[src/rtl/cpu_sequencer_if.sv]
// Bundle of the sequencer's start/step controls, instruction fetch path and
// the register-file / ALU / data-memory control lines it drives.
interface cpu_sequencer_if;
  logic       go;
  logic       step_mode;
  logic [7:0] instruction;
  logic [7:0] imem_addr;
  logic [1:0] rs_addr;
  logic [1:0] rt_addr;
  logic       reg_we;
  logic [1:0] reg_waddr;
  logic       alu_b_sel;
  logic [7:0] imm_out;
  logic       wb_sel;
  logic       dmem_we;
  logic       busy;
  logic       halted;
  logic [7:0] instr_count;

  // Sequencer side: consumes go/step/instruction, drives all control lines.
  modport master (
    input  go, step_mode, instruction,
    output imem_addr, rs_addr, rt_addr, reg_we, reg_waddr, alu_b_sel,
           imm_out, wb_sel, dmem_we, busy, halted, instr_count
  );

  // Environment side: supplies go/step/instruction, observes control lines.
  modport slave (
    output go, step_mode, instruction,
    input  imem_addr, rs_addr, rt_addr, reg_we, reg_waddr, alu_b_sel,
           imm_out, wb_sel, dmem_we, busy, halted, instr_count
  );
endinterface

[src/rtl/cpu_sequencer.sv]
// Multicycle control unit for the 8-bit, 4-register processor. Holds PC and
// IR, walks FETCH/DECODE/EXEC/MEM/WB per instruction and retires into FETCH
// (free-run) or IDLE (single-step). HALT is sticky until clear.
module cpu_sequencer #(
  parameter int         IMEM_DEPTH = 32,
  parameter logic [7:0] HALT_CODE  = 8'hC3
) (
  input  logic            clk,
  input  logic            clear,
  cpu_sequencer_if.master bus
);

  typedef enum logic [2:0] {
    S_IDLE, S_FETCH, S_DECODE, S_EXEC, S_MEM, S_WB, S_HALT
  } state_t;

  localparam logic [1:0] OP_ADD   = 2'b00;
  localparam logic [1:0] OP_LOAD  = 2'b01;
  localparam logic [1:0] OP_STORE = 2'b10;
  localparam logic [1:0] OP_JUMP  = 2'b11;

  // One bit wider than pc so the full 0..255 pc range compares correctly.
  localparam logic [8:0] IMEM_LIMIT = 9'(IMEM_DEPTH);

  state_t     state_q, state_d;
  logic [7:0] pc_q, pc_d;
  logic [7:0] ir_q, ir_d;
  logic [7:0] cnt_q, cnt_d;
  logic       go_q;

  logic       go_rise;
  logic [1:0] opcode;
  logic [7:0] jump_off;
  logic       retire;
  logic       reg_we_c;
  logic       dmem_we_c;

  assign go_rise  = bus.go & ~go_q;
  assign opcode   = ir_q[7:6];
  assign jump_off = {{2{ir_q[5]}}, ir_q[5:0]};

  // State, PC, IR, retire counter and go edge-detect register; clear wins.
  always_ff @(posedge clk) begin
    if (clear) begin
      state_q <= S_IDLE;
      pc_q    <= 8'd0;
      ir_q    <= 8'd0;
      cnt_q   <= 8'd0;
      go_q    <= 1'b0;
    end else begin
      state_q <= state_d;
      pc_q    <= pc_d;
      ir_q    <= ir_d;
      cnt_q   <= cnt_d;
      go_q    <= bus.go;
    end
  end

  // Next-state, PC/IR updates and one-cycle write strobes.
  always_comb begin
    state_d   = state_q;
    pc_d      = pc_q;
    ir_d      = ir_q;
    cnt_d     = cnt_q;
    retire    = 1'b0;
    reg_we_c  = 1'b0;
    dmem_we_c = 1'b0;
    case (state_q)
      S_IDLE: begin
        if (go_rise) state_d = S_FETCH;
      end
      S_FETCH: begin
        if ({1'b0, pc_q} >= IMEM_LIMIT) begin
          state_d = S_HALT;
        end else begin
          ir_d    = bus.instruction;
          state_d = S_DECODE;
        end
      end
      S_DECODE: begin
        if (ir_q == HALT_CODE) begin
          state_d = S_HALT;
        end else begin
          pc_d    = pc_q + 8'd1;
          state_d = S_EXEC;
        end
      end
      S_EXEC: begin
        case (opcode)
          OP_ADD:   state_d = S_WB;
          OP_LOAD,
          OP_STORE: state_d = S_MEM;
          default: begin
            // pc already points past the jump, so only the offset is added.
            pc_d   = pc_q + jump_off;
            retire = 1'b1;
          end
        endcase
      end
      S_MEM: begin
        if (opcode == OP_STORE) begin
          dmem_we_c = 1'b1;
          retire    = 1'b1;
        end else begin
          state_d = S_WB;
        end
      end
      S_WB: begin
        reg_we_c = 1'b1;
        retire   = 1'b1;
      end
      S_HALT: begin
        state_d = S_HALT;
      end
      default: begin
        state_d = S_IDLE;
      end
    endcase
    if (retire) begin
      cnt_d   = cnt_q + 8'd1;
      state_d = bus.step_mode ? S_IDLE : S_FETCH;
    end
  end

  assign bus.imem_addr   = pc_q;
  assign bus.rs_addr     = ir_q[5:4];
  assign bus.rt_addr     = ir_q[3:2];
  assign bus.reg_we      = reg_we_c;
  assign bus.reg_waddr   = (opcode == OP_LOAD) ? ir_q[3:2] : ir_q[1:0];
  assign bus.alu_b_sel   = (opcode == OP_LOAD) || (opcode == OP_STORE);
  assign bus.imm_out     = {{6{ir_q[1]}}, ir_q[1:0]};
  assign bus.wb_sel      = (opcode == OP_LOAD);
  assign bus.dmem_we     = dmem_we_c;
  assign bus.busy        = (state_q != S_IDLE) && (state_q != S_HALT);
  assign bus.halted      = (state_q == S_HALT);
  assign bus.instr_count = cnt_q;

endmodule

[src/flat_wrapper.sv]
// flat-port wrapper written by rule: the top's interface ports become plain ports
module cpu_sequencer_flat 
#(
  parameter int         IMEM_DEPTH = 32,
  parameter logic [7:0] HALT_CODE  = 8'hC3
)
  (clk, clear, bus_go, bus_step_mode, bus_instruction, bus_imem_addr, bus_rs_addr, bus_rt_addr, bus_reg_we, bus_reg_waddr, bus_alu_b_sel, bus_imm_out, bus_wb_sel, bus_dmem_we, bus_busy, bus_halted, bus_instr_count);
  cpu_sequencer_if bus_i ();
  input  logic clk;
  input  logic clear;
  input wire logic [$bits(bus_i.go)-1:0] bus_go;
  input wire logic [$bits(bus_i.step_mode)-1:0] bus_step_mode;
  input wire logic [$bits(bus_i.instruction)-1:0] bus_instruction;
  output wire logic [$bits(bus_i.imem_addr)-1:0] bus_imem_addr;
  output wire logic [$bits(bus_i.rs_addr)-1:0] bus_rs_addr;
  output wire logic [$bits(bus_i.rt_addr)-1:0] bus_rt_addr;
  output wire logic [$bits(bus_i.reg_we)-1:0] bus_reg_we;
  output wire logic [$bits(bus_i.reg_waddr)-1:0] bus_reg_waddr;
  output wire logic [$bits(bus_i.alu_b_sel)-1:0] bus_alu_b_sel;
  output wire logic [$bits(bus_i.imm_out)-1:0] bus_imm_out;
  output wire logic [$bits(bus_i.wb_sel)-1:0] bus_wb_sel;
  output wire logic [$bits(bus_i.dmem_we)-1:0] bus_dmem_we;
  output wire logic [$bits(bus_i.busy)-1:0] bus_busy;
  output wire logic [$bits(bus_i.halted)-1:0] bus_halted;
  output wire logic [$bits(bus_i.instr_count)-1:0] bus_instr_count;
  assign bus_i.go = bus_go;
  assign bus_i.step_mode = bus_step_mode;
  assign bus_i.instruction = bus_instruction;
  assign bus_imem_addr = bus_i.imem_addr;
  assign bus_rs_addr = bus_i.rs_addr;
  assign bus_rt_addr = bus_i.rt_addr;
  assign bus_reg_we = bus_i.reg_we;
  assign bus_reg_waddr = bus_i.reg_waddr;
  assign bus_alu_b_sel = bus_i.alu_b_sel;
  assign bus_imm_out = bus_i.imm_out;
  assign bus_wb_sel = bus_i.wb_sel;
  assign bus_dmem_we = bus_i.dmem_we;
  assign bus_busy = bus_i.busy;
  assign bus_halted = bus_i.halted;
  assign bus_instr_count = bus_i.instr_count;
  cpu_sequencer #(.IMEM_DEPTH(IMEM_DEPTH), .HALT_CODE(HALT_CODE)) u_core (.clk(clk), .clear(clear), .bus(bus_i));
endmodule
[config.mk]
export PLATFORM = sky130hd
export DESIGN_NAME = cpu_sequencer_flat
export DESIGN_NICKNAME = d
export VERILOG_FILES = /design/src/rtl/cpu_sequencer_if.sv /design/src/rtl/cpu_sequencer.sv /design/src/flat_wrapper.sv
export SDC_FILE = /design/constraint.sdc
export NUM_CORES = 1
export LEC_CHECK = 0
export BUFFER_PORTS_ARGS = -buffer_cell sky130_fd_sc_hd__buf_2
export CORE_MARGIN = 2
export CORE_UTILIZATION = 50
export CTS_BUF_LIST = sky130_fd_sc_hd__clkbuf_2 sky130_fd_sc_hd__clkbuf_4 sky130_fd_sc_hd__clkbuf_8
export DETAILED_ROUTE_END_ITERATION = 8
export PLACE_DENSITY = 0.76
export SYNTH_ARGS = -nofsm -noshare
export SYNTH_HDL_FRONTEND = slang
export SYNTH_SLANG_ARGS = --single-unit
[constraint.sdc]
create_clock -name clk -period 3.1 [get_ports clk]
set_input_delay 0.31 -clock clk [delete_from_list [all_inputs] [get_ports clk]]
set_output_delay 0.31 -clock clk [all_outputs]
set_load 0.02 [all_outputs]
# == Word-level counts from Yosys, hierarchy flattened ==
# Cells that the tools add are included.
# Widths: inputs -> output; s select.
# word_totals
regBits,28
input_bits,12
out_inout_bits,36
wordCells,56
# classes
add_sub_neg,3
order_cmp,1
eq_ne,16
n_mux,17
bitwise,3
n_reduce_logical,11
# op_table
operator,count
$pmux 3 s7,1
$add 8x1->8 const B,2
$mux 8,2
$pmux 8 s2,1
$mux 3,5
$eq 3x3->1 const B,3
$add 8x8->8,1
$eq 8x8->1 const B,1
$ge 8x6->1 const B,1
$eq 3x2->1 const B,2
$pmux 3 s2,1
$mux 1,5
$ne 2x2->1 const B,2
$ne 4x1->1 const B,1
$reduce_and 4->1,1
$eq 3x1->1 const B,1
$logic_not 3->1,1
$ne 3x1->1 const B,1
$ne 3x2->1 const B,1
$ne 3x3->1 const B,1
$pmux 1 s3,1
$reduce_and 3->1,1
$reduce_bool 3->1,1
$reduce_or 3->1,1
12 further kinds,13

# == Logic depth before layout (Yosys ltp) ==
# logic_depth
ltp_word,6
depth_mapped,10
mapped_depth_nobuf,9

# == Least setup slack after synthesis ==
# No wires, ideal clock.
# synth_path
path_type,register to register
startpoint,reg u_core.state_q[0]
endpoint,reg u_core.pc_q[6] (netlist: u_core.bus.imem_addr[6])
setup_ns,0.141
arrival_ns,2.335
required_ns,2.959
setup_slack_ns,0.624
path_stages_with_launch,11
n_path_buf,1
period_less_slack_ns,2.476
path_cell_list,dfxtp_1 buf_4 and3b_2 nand2b_1 ha_1 fa_1 a211oi_1 nor2_1 or2_2 a31oi_1 o311ai_0
# synth_between
elab_chain_cells,3
word_cells_on_any_way,7
cone_classes,eq/ne: 4; mux: 1; reduce/logical: 2
# synth_lines
item,line_no,rtl
from (decl),cpu_sequencer.sv:25,"state_t state_q, state_d;"
from (signal assigned),cpu_sequencer.sv:51,state_q <= state_d;
$eq 3x2->1,cpu_sequencer.sv:68,case (state_q)
$ne 2x2->1 (no line) / $reduce_bool 2->1 (equally long branches),n/a,
$reduce_and 3->1 (no line),n/a,
to (signal assigned),cpu_sequencer.sv:52,pc_q <= pc_d;
to (decl),cpu_sequencer.sv:26,"logic [7:0] pc_q, pc_d;"
# Several ways; a longest one is shown, not always the timed one.
# A chain may end at the register's enable or synchronous reset.

# == Worst setup path after layout ==
# layout_path
startpoint,reg u_core.state_q[1]
endpoint,reg u_core.pc_q[6] (netlist: u_core.bus.imem_addr[6])
# Same word-level chain as after synthesis.

==> run summary <==
Outcome - finished clean
Seq/Total Area, Yosys - 0.313
Slew Viols, Final - 0
WP data arrival - 2.89 ns
DRT iter0 DRCs - 133
Cell area after synthesis - 1790 µm²
Pin count of the biggest net entering global routing - 32
Number of synthesized flops with an enable pin - 0
Total number of vias - 1,484
Die Y - 63.9 µm
Nets - 255
Ys async rst share - 0
Max transition margin - 0.635
RSZ-0062 raised after global routing - no
CP required - 3.31 ns
CP max stage cell - dfxtp_1
Crit path capture type - flip-flop
Fmax - 373 MHz
GPL Wtd Cong - 0.897
CTS sink cnt - 28
Post-Synth XOR/XNOR Area - 0.0440
Seq cells post-synth - 28
Syn nets - 220
Post-route DRC - 0
GR Overflow Total - 0
Routed Antenna Nets - 0
Syn avg cell area - 9.15 µm²
Worst-path cell chain - and3b_2 > nand2b_1 > ha_1 > fa_1 > a211oi_1 > nor2_1 > or2_2 > a31oi_1 > o311ai_0
Top fanout value on the critical path - 12
Reg clk slew, reported paths - 0.16 ns
Post-cts resize count - 0
Final period utilization - 0.865
Pwr/cell area - 492 nW/µm²
Final hold vios - 0
Num ports - 48
GRT Total Usage - 0.197
Vias in the first global route - 1,385
Final Critical Period - 2.68 ns
Die W - 63.9 µm
CTS tree - done
Tightest Pin Transition - 0.546 ns
Synth warn - 0
Total wire length - 3.76 mm
Critical path's largest stage delay - 0.60 ns
CORE AREA - 3390 µm²
Adder-cell share of the synthesized area - 0.0879
DR pass1 iterations - 5
Htree depth - 1
# setup viols final - 0
Setup Total Neg Slack - 0 ns
CP startpoint kind - flip-flop
Routed length per instance - 13.6 µm
Lkg Pwr - 0.000997 µW
Dpl hpwl - 2.75 mm
IO buf count - 47
Max Cap Viol - 0
DIE AREA - 4080 µm²
Initial cell density of the core - 0.529
Area growth syn-to-layout - 12.7%
Count of cell types in the netlist - 51
CTS Buffer Depth - 2
Peak VDD IR - 258 µV
Critical path class - flip-flop to flip-flop
Placed cells - 272
Site row count - 21
Layout cells sized above 1 - 0.287
Vias per cell - 5.38
Top_reg_cell synth - dfxtp_1
Hold buffers post-CTS - 0
WHS - 0.195 ns
Synth Area in Simple Gates - 0.265
Global-route wire length before repair - 6.38 mm
Dominant combinational cell family by area after synthesis - simple AND/OR/NAND/NOR gates
Hold WC Path Type - input pin to flip-flop
Antenna violations before repair - 0
Clock Latency Late Sink - 0.33 ns
Ant diodes - 0
Worst Skew - 0.0117 ns
Fin cells - 276
Compound-Gate Fraction of Synth Area - 0.118
Post-synthesis instance total - 196
Clock root buffer - clkbuf_4
Mux cell area share after synthesis - 0.0858
Total CTS buffers - 3
Post-CTS Setup Bufs - 0
critical path, delay by kind of cell (launching register included):
kind	cells	cell delay (ns)
adder cells (fa/ha/maj)	2	0.64
AO/OA/AOI/OAI	3	0.53
flip-flops	1	0.60
AND/OR/NAND/NOR	4	0.79
routing by layer:
layer,GRT usage,vias up,share of wire
met2,0.332,31,0.48
met1,0.251,695,0.47
met3,0.0546,4,0.049
met4,0.0408,0,0.0099
met5,0,-,0
li1,-,754,-
path summary, 6_finish.rpt:
kind / start / to / slack [ns] / cells past startpoint
hold reg to reg: u_core.bus.instr_count[7] / u_core.bus.instr_count[7] / 0.53 / 2
hold / removal: bus_instruction[3] / u_core.ir_q[3] / 0.20 / 3
setup reg to reg: u_core.state_q[1] / u_core.bus.imem_addr[6] / 0.42 / 9
setup / recovery: u_core.state_q[1] / u_core.bus.imem_addr[6] / 0.42 / 9
sequential cells by signal, indices dropped and copies added, names as in the netlist:
| register | count |
|---|---|
| u_core.bus.instr_count | 8 |
| u_core.state_q | 3 |
| u_core.ir_q | 8 |
| u_core.go_q | 1 |
| u_core.bus.imem_addr | 8 |
cells in the final DEF, fill, tap and decap left out, types with 2 or more instances in the layout:
cell	instances
buf_2	47
nor2_1	28
dfxtp_1	28
mux2i_1	12
ha_1	11
nand2_1	7
xor2_1	7
inv_1	5
nand2b_1	5
nand3_1	5
nand4_1	5
nor3b_1	4
and2_1	4
nor3_1	4
a21oi_1	4
nor2b_1	4
and3_1	3
mux2_2	3
a21o_1	3
a211oi_1	3
clkbuf_4	3
o211ai_1	2
o22ai_1	2
xnor2_1	2
or2_2	2
buf_4	2
per-stage QoR:
step / cell area, µm² / total power [µW] / worst slack, ns / util
5_1_grt: 2020 / 1060 / 0.234 / 0.596
3_5_place_dp: 1970 / 759 / 0.460 / 0.581
2_1_floorplan: 1790 / 700 / 0.624 / -
6_report: 2020 / 994 / 0.419 / 0.596
3_3_place_gp: 1970 / 755 / 0.520 / 0.581
4_1_cts: 2020 / 1010 / 0.419 / 0.596
cell usage after synthesis, types with 4 or more instances:
cell	number	area (µm²)
nand3_1	5	25.0
nor2b_1	4	25.0
and2_1	4	25.0
nand2b_1	5	31.3
inv_1	5	18.8
nor2_1	28	105
nand2_1	7	26.3
a21oi_1	4	20.0
nand4_1	5	31.3
dfxtp_1	28	561
mux2i_1	12	120
ha_1	11	138
nor3_1	4	20.0
xor2_1	7	61.3
buf_4	14	105
nor3b_1	4	30.0
kinds of logic after synthesis:
logic type / after synthesis
and+or+nand+nor: 81
DFF: 28
AOI/OAI and AO/OA: 26
buffers and inverters: 25
muxes: 15
adders and majority gates: 12
xor gates and xnor gates: 9
final cells by class:
type / instances / area [µm²]
Clock inverter: 1 / 30.0
Sequential cell: 28 / 561
Clock buffer: 3 / 22.5
Multi-Input combinational cell: 143 / 1080
Inverter: 6 / 22.5
Timing Repair Buffer: 49 / 250
Tap cell: 46 / 57.6
Fill cell: 307 / 1370
where the power goes:
part           switching (µW)  total [µW]  internal [µW]
logic                     188         313            126
clock network             109         240            131
registers                49.9         441            391
total                     346         994            647
Power figures use the tool's default switching activity.
